==> config.mk <==
export PLATFORM = sky130hd
export DESIGN_NAME = ex_muldiv
export DESIGN_NICKNAME = d
export VERILOG_FILES = /design/src/rtl/ex_muldiv.sv
export SDC_FILE = /design/constraint.sdc
export NUM_CORES = 1
export LEC_CHECK = 0
export CAP_MARGIN = 10
export CORE_ASPECT_RATIO = 1.75
export CORE_MARGIN = 1
export CORE_UTILIZATION = 60
export CTS_CLUSTER_SIZE = 10
export DETAILED_ROUTE_END_ITERATION = 8
export GPL_ROUTABILITY_DRIVEN = 0
export PLACE_DENSITY = 0.82
export SLEW_MARGIN = 20
export SYNTH_ARGS = -nofsm -noshare
export SYNTH_HDL_FRONTEND = slang
export SYNTH_SLANG_ARGS = --single-unit
==> constraint.sdc <==
create_clock -name clk -period 18.5 [get_ports clk]
set_clock_uncertainty 0.1 [all_clocks]
set_input_delay 4.625 -clock clk [delete_from_list [all_inputs] [get_ports clk]]
set_output_delay 4.625 -clock clk [all_outputs]
set_load 0.01 [all_outputs]
==> src/rtl/ex_muldiv.sv <==
// ex_muldiv: iterative MULT/MULTU/DIV/DIVU unit with HI/LO (divide enabled by MULDIV_DIV_EN)
module ex_muldiv #(
  parameter int WIDTH = 32
) (
  input  logic             clk,
  input  logic             rst,
  input  logic             md_start,
  input  logic [1:0]       md_op,
  input  logic [WIDTH-1:0] rdata1,
  input  logic [WIDTH-1:0] rdata2,
  input  logic             mf_req,
  input  logic             mt_hi,
  input  logic             mt_lo,
  output logic [WIDTH-1:0] hi,
  output logic [WIDTH-1:0] lo,
  output logic             busy,
  output logic             done,
  output logic             stall
);
  typedef enum logic [1:0] {IDLE, CALC, FIX} state_t;
  localparam logic [4:0] LAST = 5'(WIDTH - 1);
  state_t state, state_n;
  logic [4:0] cnt;
  logic [2*WIDTH-1:0] acc, step, res;
  logic [WIDTH-1:0] b, abs_a, abs_b;
  logic [WIDTH:0] msum;
  logic sa, sb, neg_q, go;
  assign sa = ~md_op[0] & rdata1[WIDTH-1];
  assign sb = ~md_op[0] & rdata2[WIDTH-1];
  assign abs_a = sa ? -rdata1 : rdata1;
  assign abs_b = sb ? -rdata2 : rdata2;
  assign msum = {1'b0, acc[2*WIDTH-1:WIDTH]} + (acc[0] ? {1'b0, b} : '0);
  assign busy = state != IDLE;
  assign stall = busy & (md_start | mf_req | mt_hi | mt_lo);
`ifdef MULDIV_DIV_EN
  logic div_op, neg_r;
  logic [WIDTH:0] dsub;
  logic [WIDTH-1:0] quo, rem;
  assign go = md_start;
  // restoring step: trial-subtract the divisor from the shifted partial remainder
  assign dsub = acc[2*WIDTH-1:WIDTH-1] - {1'b0, b};
  assign step = div_op ? (dsub[WIDTH] ? {acc[2*WIDTH-2:0], 1'b0} : {dsub[WIDTH-1:0], acc[WIDTH-2:0], 1'b1})
                       : {msum, acc[WIDTH-1:1]};
  // a zero divisor leaves rem = |a|, so restoring the dividend sign yields the raw rdata1
  assign quo = neg_q ? -acc[WIDTH-1:0] : acc[WIDTH-1:0];
  assign rem = neg_r ? -acc[2*WIDTH-1:WIDTH] : acc[2*WIDTH-1:WIDTH];
  assign res = div_op ? {rem, quo} : (neg_q ? -acc : acc);
  // latch op kind and dividend sign at acceptance
  always_ff @(posedge clk or posedge rst)
    if (rst) {div_op, neg_r} <= '0;
    else if (state == IDLE && go) {div_op, neg_r} <= {md_op[1], sa};
`else
  assign go = md_start & ~md_op[1];
  assign step = {msum, acc[WIDTH-1:1]};
  assign res = neg_q ? -acc : acc;
`endif
  // state register
  always_ff @(posedge clk or posedge rst)
    if (rst) state <= IDLE;
    else state <= state_n;
  // next state: IDLE -> CALC for WIDTH iterations -> FIX -> IDLE
  always_comb begin
    state_n = state;
    state_n = state == IDLE ? (go ? CALC : IDLE) :
              state == CALC ? (cnt == LAST ? FIX : CALC) : IDLE;
  end
  // datapath, HI/LO and done pulse
  always_ff @(posedge clk or posedge rst)
    if (rst) begin
      cnt <= '0;
      acc <= '0;
      b <= '0;
      neg_q <= 1'b0;
      hi <= '0;
      lo <= '0;
      done <= 1'b0;
    end else begin
      done <= 1'b0;
      if (state == IDLE && go) begin
        acc <= {{WIDTH{1'b0}}, abs_a};
        b <= abs_b;
        cnt <= '0;
        neg_q <= (sa ^ sb) & (|rdata2);
      end else if (state == IDLE) begin
        if (mt_hi) hi <= rdata1;
        if (mt_lo) lo <= rdata1;
      end else if (state == CALC) begin
        acc <= step;
        cnt <= cnt + 5'd1;
      end else begin
        {hi, lo} <= res;
        done <= 1'b1;
      end
    end
endmodule

# --- After elaboration in Yosys (flattened, before gate mapping) ---
# Index checks and enable logic that the tools add are counted.
word_totals:
  regBits: 169
  inputBits: 72
op_classes:
  n_addsub: 5
  n_eq_ne: 6
  mux: 23
  bitwise: 12
  reduce_logical: 8
op_table:
  columns: ["op", "n"]
  rows:
  - ["two-way mux 32 bit", 9]
  - ["two-way mux 64 bit", 4]
  - ["negation 32 bit", 2]
  - ["negation 64 bit", 1]
  - ["adder 32 x 32 -> 33 bit", 1]
  - ["OR reduction 32 bit", 1]
  - ["two-way mux 5 bit", 3]
  - ["two-way mux 2 bit", 3]
  - ["inequality test 2 bit, second input constant", 3]
  - ["AND reduction 3 bit", 2]
  - ["adder 5 x 1 -> 5 bit, second input constant", 1]
  - ["AND 1 bit", 5]
  - ["== test 5 bit, second input constant", 1]
  - ["two-way mux 1 bit", 4]
  - ["nonzero test 2 bit", 2]
  - ["NOT 1 bit", 3]
  - ["OR 1 bit", 3]
  - ["== test 2 x 1 -> 1 bit, second input constant", 1]
  - ["zero test 2 bit", 1]
  - ["inequality test 2 x 1 -> 1 bit, second input constant", 1]
  - ["AND reduction 2 bit", 1]
  - ["logical AND 1 bit", 1]
  - ["XOR 1 bit", 1]

# --- Longest topological paths before layout ---
logic_depth:
  depth_word: 5
  depth_mapped: 13
  depth_no_buf: 11

# --- Worst setup path after synthesis ---
# Ideal clock, no wire load.
synth_path:
  path_kind: "input-to-output"
  start: "in mt_hi"
  end: "out stall"
  t_arrival_ns: 4.970
  path_slack_ns: 8.805
  cell_stages: 2
  path_buffers: 0
  cell_sequence: "nor4_1 -> nor2_1"
synth_via:
  elab_chain_cells: 3
synth_lines:
  columns: ["element", "line_no", "source"]
  rows:
  - ["from (decl)", "12", "input logic mt_hi,"]
  - ["OR 1 bit (2 in a row)", "34", "assign stall = busy & (md_start | mf_req | mt_hi | mt_lo);"]
  - ["AND 1 bit", "34", null]
  - ["to (decl)", "18", "output logic stall"]
# Every way passes these cells.

# --- Worst setup path after layout ---
layout_path:
  start: "in mt_lo"
  end: "out stall"
layout_via:
  elab_chain_cells: 2
layout_lines:
  columns: ["element", "line_no", "source"]
  rows:
  - ["from (decl)", "13", "input logic mt_lo,"]
  - ["OR 1 bit", "34", null]
  - ["AND 1 bit", "34", null]
# Every way passes these cells.

==> run_results.csv <==
group,metric,value,unit
synthesis,ys.flop_type,"dfrtp_1",
timing,tns,0,ps
worst_setup_path,cp_top_family,"buffers and inverters",
clocking,clockBufferDepth,2,
timing,slew_violations,0,
worst_setup_path,path_buf_inv,2,
timing,worst_pin_slew,997,ps
timing,worst_slack,7810,ps
clocking,clk_pin_slew_worst_paths,70,ps
job,drv_cap,0,
synthesis,yosys-top-cells-count,"178 x nand2_1, 169 x dfrtp_1, 140 x o21ai_0, 115 x nor2_1, 80 x a21oi_1",
floorplanning,dieWidth,108,um
worst_setup_path,start_kind,"primary input",
power,max-vdd-ir-drop,0.0965,mV
detailed_routing,wl,33.7,mm
timing,min_period,10690,ps
synthesis,yosys.area.top_type_share,36.0,%
clocking,cts_tree,"done",
clocking,numClockSinks,169,
clocking,cts_max_level,4,
min_path,min_path_type,"reg2reg",
timing,setup_violations,0,
cells_and_area,n_antenna_cell,0,
timing,timing.hold.ws,370,ps
floorplanning,core-area,19200,um2
grt,overflow,0,
clocking,root_buffer,"clkbuf_16",
detailed_routing,post-route-drc-count,0,
timing,fmax,93.6,MHz
synthesis,synth.avg_cell_area,8.40,um2
synthesis,syn_nets,1510,
worst_setup_path,arrival,5960,ps
synthesis,synth-xor-area-share,10.1,%
timing,hold_viol,0,
floorplanning,core.rowCount,67,
synthesis,async_flop_share,100,%
detailed_routing,drt_iter0_markers,887,
power,power,2.28,mW
floorplanning,initial_utilization,61.2,%
floorplanning,die_h,187,um
grt,grt_max_degree,94,
synthesis,synthAdderAreaFrac,4.11,%
detailed_routing,vias_per_cell,6.42,
grt,grt_pass1_wl,53.9,mm
grt,grt_usage,34.3,%
synthesis,syn_inst,1400,
synthesis,synth_top_family_by_area,"compound AO/OA/AOI/OAI gates",
detailed_routing,wl_per_cell,19.4,um
synthesis,synth_edf_count,0,
worst_setup_path,required,13780,ps
cells_and_area,layoutNonFillerInstCount,1737,
placement,dpl.cell_count,1705,
clocking,postCtsSetupBuffers,0,
floorplanning,design.die.area,20200,um2
worst_setup_path,crit_slowest_cell,"clkdlybuf4s50_1",
synthesis,synthDistinctLibCells,74,
worst_setup_path,crit_chain,"clkdlybuf4s50_1 -> nor4_1 -> nor2_1 -> clkdlybuf4s50_1",
synthesis,yosysSeqAreaShare,36.0,%
worst_setup_path,cp_max_fo,3,
synthesis,synthMuxAreaShare,0.681,%
clocking,clock_latency,440,ps
clocking,numCtsBuffers,17,
power,powerDensity,165,nW/um2
cells_and_area,nFillCells,1513,
placement,port_buffers,138,
synthesis,synthTopCellsByArea,"dfrtp_1 36%, o21ai_0 6.0%, nand2_1 5.7%",
power,leakage,5.69,nW
placement,place_hpwl,24.6,mm
synthesis,yosys.area_share.simple,21.9,%
detailed_routing,first_pass_iters,6,
synthesis,ys_ff_latch,169,
cells_and_area,drive_above_1_share,5.35,%
timing,slew-limit-headroom,33.5,%
grt,grt_antenna_before_repair,0,
detailed_routing,vias,11158,
worst_setup_path,end_kind,"primary output",
detailed_routing,ant_nets,0,
worst_setup_path,cpPeakStageDelay,490,ps
clocking,ctsResizeCount,0,
synthesis,yosysWarnings,0,
synthesis,synth_compound_area_share,23.6,%
clocking,hold_buffers,0,
status,status,"finished, final reports clean",
cells_and_area,area_delta_synth_final,17.4,%
worst_setup_path,crit_type,"in2out",
timing,rsz0062_at_grt,"no",
grt,grt_pass1_vias,10779,
synthesis,yosysTopAreaCell,"dfrtp_1",
synthesis,yosys.cell_count.top_type,"nand2_1",
floorplanning,ios,139,
placement,dpl_worst_slack,7820,ps
cells_and_area,final_net_count,1593,
worst_setup_path,worst_path_most_repeated_cell,"clkdlybuf4s50_1",
timing,fin_crit_sh,57.8,%
synthesis,syn_area,11800,um2
## flip-flops by register name, indices dropped and copies added, names as in the netlist
register / flops
lo: 32
hi: 32
b: 32
state: 2
neg_q: 1
done: 1
acc: 64
cnt: 5
## report_power, final
part	total [mW]	switching (mW)	internal, mW	leakage, nW
logic	1.20	0.670	0.535	3.31
clock network	0.343	0.154	0.189	0.272
registers	0.730	0.194	0.536	2.10
total	2.28	1.02	1.26	5.69
## worst paths after layout
kind | startpoint | endpoint | slack [ps] | cells past startpoint
setup reg to reg | acc[0]$_DFFE_PP0P_ | acc[63]$_DFFE_PP0P_ | 14880 | 11
min in group asynchronous | rst | lo[2]$_DFFE_PP0P_ | 4630 | 2
hold reg to reg | b[21]$_DFFE_PP0P_ | b[21]$_DFFE_PP0P_ | 370 | 2
setup / recovery | mt_lo | stall | 7810 | 4
hold / removal | b[21]$_DFFE_PP0P_ | b[21]$_DFFE_PP0P_ | 370 | 2
max in group asynchronous | rst | neg_q$_DFFE_PP0P_ | 12070 | 3
## kinds of logic (layout without fill, tap and decap cells)
group / count (synthesis) / count (layout)
AO/OA/AOI/OAI: 421 / 421
XOR/XNOR: 135 / 135
adder cells (fa/ha/maj): 38 / 38
buffers and inverters: 111 / 207
flip-flops: 169 / 169
multiplexers: 8 / 8
AND/OR/NAND/NOR: 518 / 518
## per-stage QoR
step	util, %	instance area (um2)
final	71.9	13800
after CTS	71.8	13800
after global placement	68.9	13200
after global routing	71.9	13800
after detailed placement	68.9	13200
after floorplan	-	11800
## area by class of cell
type                       instances  area (um2)  share of cell area [%]
clock buffer                      18         439                    3.18
clock inverter                    14         125                   0.907
inverter                          25        98.8                   0.716
multi-input combinational       1120        7130                    51.7
sequential                       169        4230                    30.7
tap                              241         302                    2.19
timing repair buffer             150        1470                    10.7
## routing by layer
metal	wire (um)	share of wire, %	vias to the layer above	global-route usage [%]
li1	-	-	5252	-
met1	11900	35	5228	37.1
met2	17600	52	554	61.1
met3	2260	6.7	124	5.64
met4	1820	5.4	0	21.1
met5	0	0	-	0
## cells in the final DEF (no fill, tap or decap), drive strengths merged, types with 4 or more instances in the layout
| cell type | count |
|---|---|
| a211oi | 9 |
| a21o | 10 |
| a21oi | 80 |
| a221o | 29 |
| a221oi | 10 |
| a22oi | 27 |
| a31oi | 11 |
| and2 | 36 |
| and3 | 27 |
| buf | 12 |
| clkbuf | 18 |
| clkdlybuf4s50 | 138 |
| clkinv | 9 |
| dfrtp | 169 |
| ha | 37 |
| inv | 26 |
| mux2i | 8 |
| nand2 | 178 |
| nand2b | 16 |
| nand3 | 30 |
| nand3b | 4 |
| nand4 | 13 |
| nand4b | 6 |
| nor2 | 115 |
| nor2b | 12 |
| nor3 | 34 |
| nor4 | 17 |
| o211ai | 6 |
| o21a | 6 |
| o21ai | 153 |
| o21bai | 4 |
| o22ai | 4 |
| o31ai | 32 |
| o41ai | 15 |
| or2 | 6 |
| or3 | 10 |
| or4 | 6 |
| xnor2 | 76 |
| xor2 | 59 |
## worst register-to-register path: cells and delay by family (launching register included)
family / cells / cell delay [ps]
and+or+nand+nor: 2 / 380
AOI/OAI and AO/OA: 6 / 1980
DFF: 1 / 440
buffers and inverters: 1 / 60
adders and majority gates: 2 / 580
Power figures use the tool's default switching activity.
